--- src/rtl/i2s_rx.sv ---
// I2S slave receiver: oversamples asynchronous SCK/LRCK/SD with clkin and deserialises each
// Philips-format stereo frame into one {left, right} word with a one-cycle valid strobe.
module i2s_rx #(
  parameter int unsigned WORD_BITS = 16,
  parameter int unsigned TIMEOUT   = 64
) (
  input  logic                   clkin,
  input  logic                   rst,
  input  logic                   sck,
  input  logic                   lrck,
  input  logic                   sd,
  output logic [2*WORD_BITS-1:0] sound,
  output logic                   valid,
  output logic                   error
);

  localparam int unsigned CntW = $clog2(WORD_BITS + 2);
  localparam int unsigned ToW  = $clog2(TIMEOUT + 1);

  localparam logic [CntW-1:0] CntSat  = CntW'(WORD_BITS + 1);
  localparam logic [CntW-1:0] CntLast = CntW'(WORD_BITS - 1);
  localparam logic [ToW-1:0]  ToMax   = ToW'(TIMEOUT);
  localparam logic [ToW-1:0]  ToLast  = ToW'(TIMEOUT - 1);

  typedef enum logic [1:0] {StHunt, StLeft, StRight} state_e;

  state_e                 state_q, state_d;
  logic                   sck_meta_q, sck_meta_d, sck_sync_q, sck_sync_d, sck_prev_q, sck_prev_d;
  logic                   lrck_meta_q, lrck_meta_d, lrck_sync_q, lrck_sync_d;
  logic                   sd_meta_q, sd_meta_d, sd_sync_q, sd_sync_d;
  logic                   lrck_last_q, lrck_last_d;
  logic [WORD_BITS-1:0]   shift_q, shift_d;
  logic [WORD_BITS-1:0]   left_q, left_d;
  logic [CntW-1:0]        cnt_q, cnt_d;
  logic [ToW-1:0]         to_q, to_d;
  logic [2*WORD_BITS-1:0] sound_q, sound_d;
  logic                   valid_q, valid_d, error_q, error_d;

  logic                   rise, boundary, slot_full;
  logic [WORD_BITS-1:0]   word;

  always_comb begin
    sck_meta_d  = sck;
    sck_sync_d  = sck_meta_q;
    sck_prev_d  = sck_sync_q;
    lrck_meta_d = lrck;
    lrck_sync_d = lrck_meta_q;
    sd_meta_d   = sd;
    sd_sync_d   = sd_meta_q;

    rise      = sck_sync_q & ~sck_prev_q;
    boundary  = rise && (lrck_sync_q != lrck_last_q);
    slot_full = (cnt_q == CntLast);
    // The boundary bit is the LSB of the slot that just ended.
    word      = {shift_q[WORD_BITS-2:0], sd_sync_q};

    lrck_last_d = rise ? lrck_sync_q : lrck_last_q;
    shift_d     = rise ? word : shift_q;
    to_d        = rise ? '0 : ((to_q == ToMax) ? to_q : to_q + ToW'(1));

    state_d = state_q;
    cnt_d   = cnt_q;
    left_d  = left_q;
    sound_d = sound_q;
    valid_d = 1'b0;
    error_d = 1'b0;

    if (rise) begin
      if (!boundary) begin
        cnt_d = (cnt_q == CntSat) ? cnt_q : cnt_q + CntW'(1);
      end else begin
        cnt_d = '0;
        unique case (state_q)
          StHunt: begin
            if (!lrck_sync_q) state_d = StLeft;
          end
          StLeft: begin
            if (slot_full && lrck_sync_q) begin
              left_d  = word;
              state_d = StRight;
            end else begin
              error_d = 1'b1;
              state_d = lrck_sync_q ? StHunt : StLeft;
            end
          end
          StRight: begin
            if (slot_full && !lrck_sync_q) begin
              sound_d = {left_q, word};
              valid_d = 1'b1;
              state_d = StLeft;
            end else begin
              // A 1->0 boundary starts a fresh left slot, so resync without hunting.
              error_d = 1'b1;
              state_d = lrck_sync_q ? StHunt : StLeft;
            end
          end
          default: state_d = StHunt;
        endcase
      end
    end else if ((state_q != StHunt) && (to_q == ToLast)) begin
      error_d = 1'b1;
      state_d = StHunt;
    end
  end

  always_ff @(posedge clkin) begin
    if (rst) begin
      state_q     <= StHunt;
      sck_meta_q  <= 1'b0;
      sck_sync_q  <= 1'b0;
      sck_prev_q  <= 1'b0;
      lrck_meta_q <= 1'b0;
      lrck_sync_q <= 1'b0;
      sd_meta_q   <= 1'b0;
      sd_sync_q   <= 1'b0;
      lrck_last_q <= 1'b0;
      shift_q     <= '0;
      left_q      <= '0;
      cnt_q       <= '0;
      to_q        <= '0;
      sound_q     <= '0;
      valid_q     <= 1'b0;
      error_q     <= 1'b0;
    end else begin
      state_q     <= state_d;
      sck_meta_q  <= sck_meta_d;
      sck_sync_q  <= sck_sync_d;
      sck_prev_q  <= sck_prev_d;
      lrck_meta_q <= lrck_meta_d;
      lrck_sync_q <= lrck_sync_d;
      sd_meta_q   <= sd_meta_d;
      sd_sync_q   <= sd_sync_d;
      lrck_last_q <= lrck_last_d;
      shift_q     <= shift_d;
      left_q      <= left_d;
      cnt_q       <= cnt_d;
      to_q        <= to_d;
      sound_q     <= sound_d;
      valid_q     <= valid_d;
      error_q     <= error_d;
    end
  end

  assign sound = sound_q;
  assign valid = valid_q;
  assign error = error_q;

endmodule

--- config.mk ---
export PLATFORM = sky130hd
export DESIGN_NAME = i2s_rx
export DESIGN_NICKNAME = d
export VERILOG_FILES = /design/src/rtl/i2s_rx.sv
export SDC_FILE = /design/constraint.sdc
export NUM_CORES = 1
export LEC_CHECK = 0
export ABC_AREA = 0
export BUFFER_PORTS_ARGS = -buffer_cell sky130_fd_sc_hd__buf_2
export CAP_MARGIN = 20
export CORE_ASPECT_RATIO = 1.4
export CORE_MARGIN = 2
export CORE_UTILIZATION = 57
export DETAILED_ROUTE_END_ITERATION = 10
export GPL_TIMING_DRIVEN = 1
export PLACE_DENSITY = 0.77
export SETUP_SLACK_MARGIN = 0.2
export SLEW_MARGIN = 20
export SYNTH_ARGS = -nofsm -noshare
export SYNTH_HDL_FRONTEND = slang
export SYNTH_SLANG_ARGS = --single-unit
--- constraint.sdc ---
create_clock -name clkin -period 2.7 [get_ports clkin]
set_input_delay 0.405 -clock clkin [delete_from_list [all_inputs] [get_ports clkin]]
set_output_delay 0.405 -clock clkin [all_outputs]
set_load 0.05 [all_outputs]
==> results of run 1 <==
[critical path: stages (launching register included)]
cell and delay, ns:
dfxtp_1 0.40, ha_1 0.22, and3_1 0.17, ha_1 0.25, nand3_2 0.14, or3_1 0.58
nand2_1 0.18, a21oi_1 0.09
[cells by family after synthesis]
family,Yosys count,share of synthesized area
adder cells (fa/ha/maj),9,0.0335
AND/OR/NAND/NOR,183,0.239
buffers and inverters,30,0.0473
AO/OA/AOI/OAI,75,0.132
flip-flops,87,0.518
XOR/XNOR,8,0.0208
multiplexers,3,0.00894
[sequential cells by signal, indices dropped and copies added (netlist names)]
signal	count
sound	32
left_q	16
shift_q	15
to_q	7
cnt_q	5
state_q	2
error	1
lrck_last_q	1
lrck_meta_q	1
lrck_sync_q	1
sck_meta_q	1
sck_prev_d	1
sck_prev_q	1
sd_meta_q	1
sd_sync_q	1
valid	1
[cells in the final DEF, fill, tap and decap left out, types with 3 or more instances in the layout]
cell type,count
buf_4,7
a21oi_2,12
nand2b_1,6
clkbuf_8,11
inv_1,6
o21ai_0,3
nor2b_1,8
and3_1,3
buf_2,38
dfxtp_1,87
ha_1,9
xnor2_1,4
nand3_1,4
mux2i_1,3
xor2_1,4
a21oi_1,55
nor3_1,4
nand2_1,132
nor2_1,13
[worst max path at each step]
stage / slack, ns / startpoint / cells after the start / end
after floorplan: 0.82 / cnt_q[0] / 9 / left_q[10]
after global placement: 0.69 / cnt_q[0] / 7 / left_q[4]
after detailed placement: 0.58 / cnt_q[0] / 7 / left_q[2]
after CTS: 0.55 / cnt_q[0] / 7 / left_q[2]
after global routing: 0.39 / cnt_q[0] / 7 / left_q[0]
final: 0.53 / cnt_q[0] / 7 / left_q[2]
[area by class of cell]
cell class              instances  area share
clock inverters                 4      0.0202
repair buffers                 45      0.0641
multi-input cells             278       0.386
flip-flops and latches         87       0.460
clock buffers                  12      0.0410
inverters                       6     0.00595
well taps                      70      0.0231
[metrics by stage]
| stage | instance area [um2] | instances |
|---|---|---|
| finish | 3790 | 502 |
| global route | 3790 | 502 |
| CTS | 3790 | 502 |
| detailed placement | 3550 | 486 |
| global placement | 3550 | 486 |
| floorplan | 3360 | 395 |
[metal layers]
metal | GRT usage | vias to the layer above | wire length, um
met5 | 0 | - | 0
met4 | 0.101 | 0 | 191
met3 | 0.0751 | 14 | 296
met2 | 0.389 | 50 | 3520
met1 | 0.254 | 1252 | 2770
li1 | - | 1349 | -
[where the power goes]
part           internal, mW  switching, mW
Combinational        0.0223         0.0438
Sequential             1.29         0.0110
Clock                 0.575          0.454
Total                  1.89          0.509
==> impl_metrics.toml, run 1 <==
[grt]
grt_overflow = 0
grt_first_pass_wirelength_um = 11100
grt_max_degree = 34
antenna_found_initial = 0
track_usage = 0.229
grt_pass1_vias = 2528

[min_path]
min_path_cells = 2
hold_path.startpoint = "sd"
hp-class = "primary input to flip-flop"
holdPathEnd = "sd_meta_q"

[worst_setup_path]
cp-end-kind = "flip-flop"
cp-start-kind = "flip-flop"
crit_type = "flip-flop to flip-flop"
arrival_ns = 2.39
path_max_fanout = 16
timing.rr.start = "cnt_q[0]"
r2r-end = "left_q[2]"
rrSetupSlack_ns = 0.53
reg2reg_depth = 7
cp.required_ns = 2.93

[finish]
fin_nets = 441
utilization = 0.655
area_growth_pct = 12.7
regArea_um2 = 1740
multiInputGateArea_um2 = 1460
fillCellCount = 496
antenna_cells = 0
drive_gt1_frac = 0.181

[timing]
max_slew.worst_pin.slew_ns = 0.552
whs_ns = 0.253
slew_violations = 0
setup_slack_ns = 0.535
fin_crit_ns = 2.17
rsz0062_at_grt = "no"
setup_viol = 0
timing.slew.headroom = 0.631
setup_tns_ns = 0
hold_violations = 0
clock_skew_ns = 0.0105
fin_crit_sh = 0.802
fmax_ghz = 0.462

[power_and_ir_drop]
vdd_drop_max_uv = 573
power.total_mw = 2.40
power.leakage_nw = 1.41
power_density_nw_per_um2 = 634

[synth]
synth_common_cells = "132 x nand2_1, 87 x dfxtp_1, 55 x a21oi_1"
synth_top_area_frac = 0.518
syn_inst = 395
yosysWarnings = 0
ys_seq_elements = 87
synth-edff-count = 0
ys_top_cells_by_area = "dfxtp_1 52%, nand2_1 15%, a21oi_1 8.2%"
synth_cell_types = 36
ys_seq_area_frac = 0.518
ys.flop_type = "dfxtp_1"
async_flop_share = 0
syn-cell-area_um2 = 3360
syn_nets = 409
syn_area_per_cell_um2 = 8.51
synth_area_leader_cell = "dfxtp_1"
synth_most_common_cell = "nand2_1"

[detailed_routing]
postRouteAntennaNets = 0
first_pass_iters = 4
drc = 0
routedWlPerCell_um = 13.5
routed_wl_um = 6780
vias = 2665
viasPerCell = 5.31
drt_iter0_markers = 176

[placement]
hpwl_um = 4540
port-buffer-count = 38
dp_slack_ns = 0.583
gp_congestion = 0.828

[clock_network]
cts.hold.buffers_added = 0
root_buffer = "clkbuf_8"
clock_latency_ns = 0.36
cts_setup_buffers = 0
cts_made_buffers = 9
cts_resized = 0
clkSinkCount = 87
clk_pin_slew_ns = 0.08
cts_tree = "yes"
htreeDepth = 3
clockBufferDepth = 2

[job]
drv_cap = 0

[floorplan]
dieArea_um2 = 6540
chipWidth_um = 68.9
initial_core_util = 0.581
core_region_area_um2 = 5780
ioPinCount = 39
die_y_um = 94.9
rows = 33

[status]
status = "finished clean"
Power figures use the tool's default switching activity.
==> inputs of run 2 (changes only) <==
--- a/config.mk
+++ b/config.mk
@@ -5,7 +5,7 @@
 export SDC_FILE = /design/constraint.sdc
 export NUM_CORES = 1
 export LEC_CHECK = 0
-export ABC_AREA = 0
+export ABC_AREA = 1
 export BUFFER_PORTS_ARGS = -buffer_cell sky130_fd_sc_hd__buf_2
 export CAP_MARGIN = 20
 export CORE_ASPECT_RATIO = 1.4
==> constraint.sdc (replaced) <==
create_clock -name clkin -period 2.2 [get_ports clkin]
set_input_delay 0.33 -clock clkin [delete_from_list [all_inputs] [get_ports clkin]]
set_output_delay 0.33 -clock clkin [all_outputs]
set_load 0.05 [all_outputs]
==> impl_metrics.toml, run 2 <==
[synth]
synth_common_cells = "121 x nor2_1, 87 x dfxtp_1, 45 x o21ai_0"
ys.flop_type = "dfxtp_1"
synth_cell_types = 29
syn_nets = 420
synth_most_common_cell = "nor2_1"
ys_top_cells_by_area = "dfxtp_1 52%, nor2_1 14%, o21ai_0 6.8%"
synth_top_area_frac = 0.524
syn-cell-area_um2 = 3320
ys_seq_elements = 87
syn_inst = 406
yosysWarnings = 0
ys_seq_area_frac = 0.524
synth_area_leader_cell = "dfxtp_1"
synth-edff-count = 0
async_flop_share = 0
syn_area_per_cell_um2 = 8.19

[clock_network]
clock_latency_ns = 0.36
clkSinkCount = 87
cts_made_buffers = 9
cts_tree = "yes"
clockBufferDepth = 2
clk_pin_slew_ns = 0.09
cts.hold.buffers_added = 0
htreeDepth = 3
root_buffer = "clkbuf_8"

[detailed_routing]
viasPerCell = 5.04
first_pass_iters = 4
routed_wl_um = 5990
postRouteAntennaNets = 0
drc = 0
drt_iter0_markers = 113
vias = 2595
routedWlPerCell_um = 11.6

[worst_setup_path]
arrival_ns = 2.09
cp.required_ns = 2.50
path_max_fanout = 11
cp-start-kind = "flip-flop"
rrSetupSlack_ns = 0.41
crit_type = "flip-flop to flip-flop"
cp-end-kind = "flip-flop"

[finish]
layout_commonest_cell = "nor2_1"
antenna_cells = 0
utilization = 0.673
fin_nets = 456
drive_gt1_frac = 0.170
largest_reg_flops = 32
stdcell_count = 515
final_area_um2 = 3740
area_growth_pct = 12.7
fillCellCount = 471
layout_common_cells = "120 x nor2_1, 86 x dfxtp_1, 45 x o21ai_0, 38 x buf_2, 37 x inv_1"

[placement]
dp_slack_ns = 0.263
hpwl_um = 4080
gp_congestion = 0.771
placed_cell_area_um2 = 3490
port-buffer-count = 38
placed_cells = 498

[grt]
globalRouteMet1Util = 0.231
use_met3 = 0.0369
grt_first_pass_wirelength_um = 10100
top_usage_layer = "met2"
met2_usage = 0.348
antenna_found_initial = 0
track_usage = 0.205
grt_max_degree = 39
grt_overflow = 0
grt_pass1_vias = 2413

[power_and_ir_drop]
vdd_drop_max_uv = 563
power.total_mw = 2.90
power.leakage_nw = 1.72
power_density_nw_per_um2 = 774

[job]
drv_cap = 0

[timing]
timing.slew.headroom = 0.680
fin_crit_ns = 1.79
fin_crit_sh = 0.812
fmax_ghz = 0.560
max_slew.worst_pin.slew_ns = 0.479
hold_violations = 0
setup_viol = 0
whs_ns = 0.174
slew_violations = 0
clock_skew_ns = 0.00897
rsz0062_at_grt = "no"
setup_slack_ns = 0.414
setup_tns_ns = 0

[status]
status = "finished clean"

[floorplan]
core_region_area_um2 = 5570
rows = 32
initial_core_util = 0.597
chipWidth_um = 68.5
die_y_um = 94.3
dieArea_um2 = 6470
ioPinCount = 39

[min_path]
hp-class = "primary input to flip-flop"
## run 2: layout make-up
type / instances / area [um2] / share of cell area
tap: 68 / 85.1 / 0.0227
clock inverter: 6 / 92.6 / 0.0247
clock buffer: 10 / 128 / 0.0341
multi-input combinational: 262 / 1310 / 0.350
timing repair buffer: 42 / 224 / 0.0598
sequential: 87 / 1740 / 0.466
inverter: 40 / 160 / 0.0428
## run 2: what timing repair did
action / 4_1_cts / 5_1_grt
gates resized for setup: 1 / 6
endpoints found under the setup margin: 2 / 48
pin swaps: 0 / 1
setup buffers: 0 / 1
## run 2: per-layer routing
layer	routed length (um)	part of all wire
met1	2710	0.45
met2	2910	0.49
met3	203	0.034
met4	170	0.028
met5	0	0
## run 2: kinds of logic after synthesis
group	after synthesis	synth area share
AND/OR/NAND/NOR	169	0.215
flip-flops	87	0.524
AO/OA/AOI/OAI	78	0.125
buffers and inverters	57	0.0843
adder cells (fa/ha/maj)	9	0.0339
XOR/XNOR	6	0.0181
## run 2: final timing paths
path	end	start	cells past startpoint
setup / recovery	sound[18]	cnt_q[1]	11
hold / removal	lrck_meta_q	lrck	3
setup reg to reg	sound[18]	cnt_q[1]	11
hold reg to reg	sck_prev_d	sck_meta_q	2
## run 2: worst max-delay path, stage by stage (launching register included)
cell and delay, ns:
dfxtp_1 0.38, ha_1 0.18, nand2_1 0.07, nor2_1 0.09
ha_1 0.17, inv_1 0.05, nor2_1 0.08, nand2_1 0.13
nor2_8 0.19, buf_4 0.20, o21ai_0 0.08, nor2_1 0.10
## run 2: power by group
group          leakage, nW  switching, mW  internal [mW]
registers            0.703         0.0106           1.59
logic                0.917         0.0540         0.0260
clock network        0.104          0.574          0.647
total                 1.72          0.638           2.26
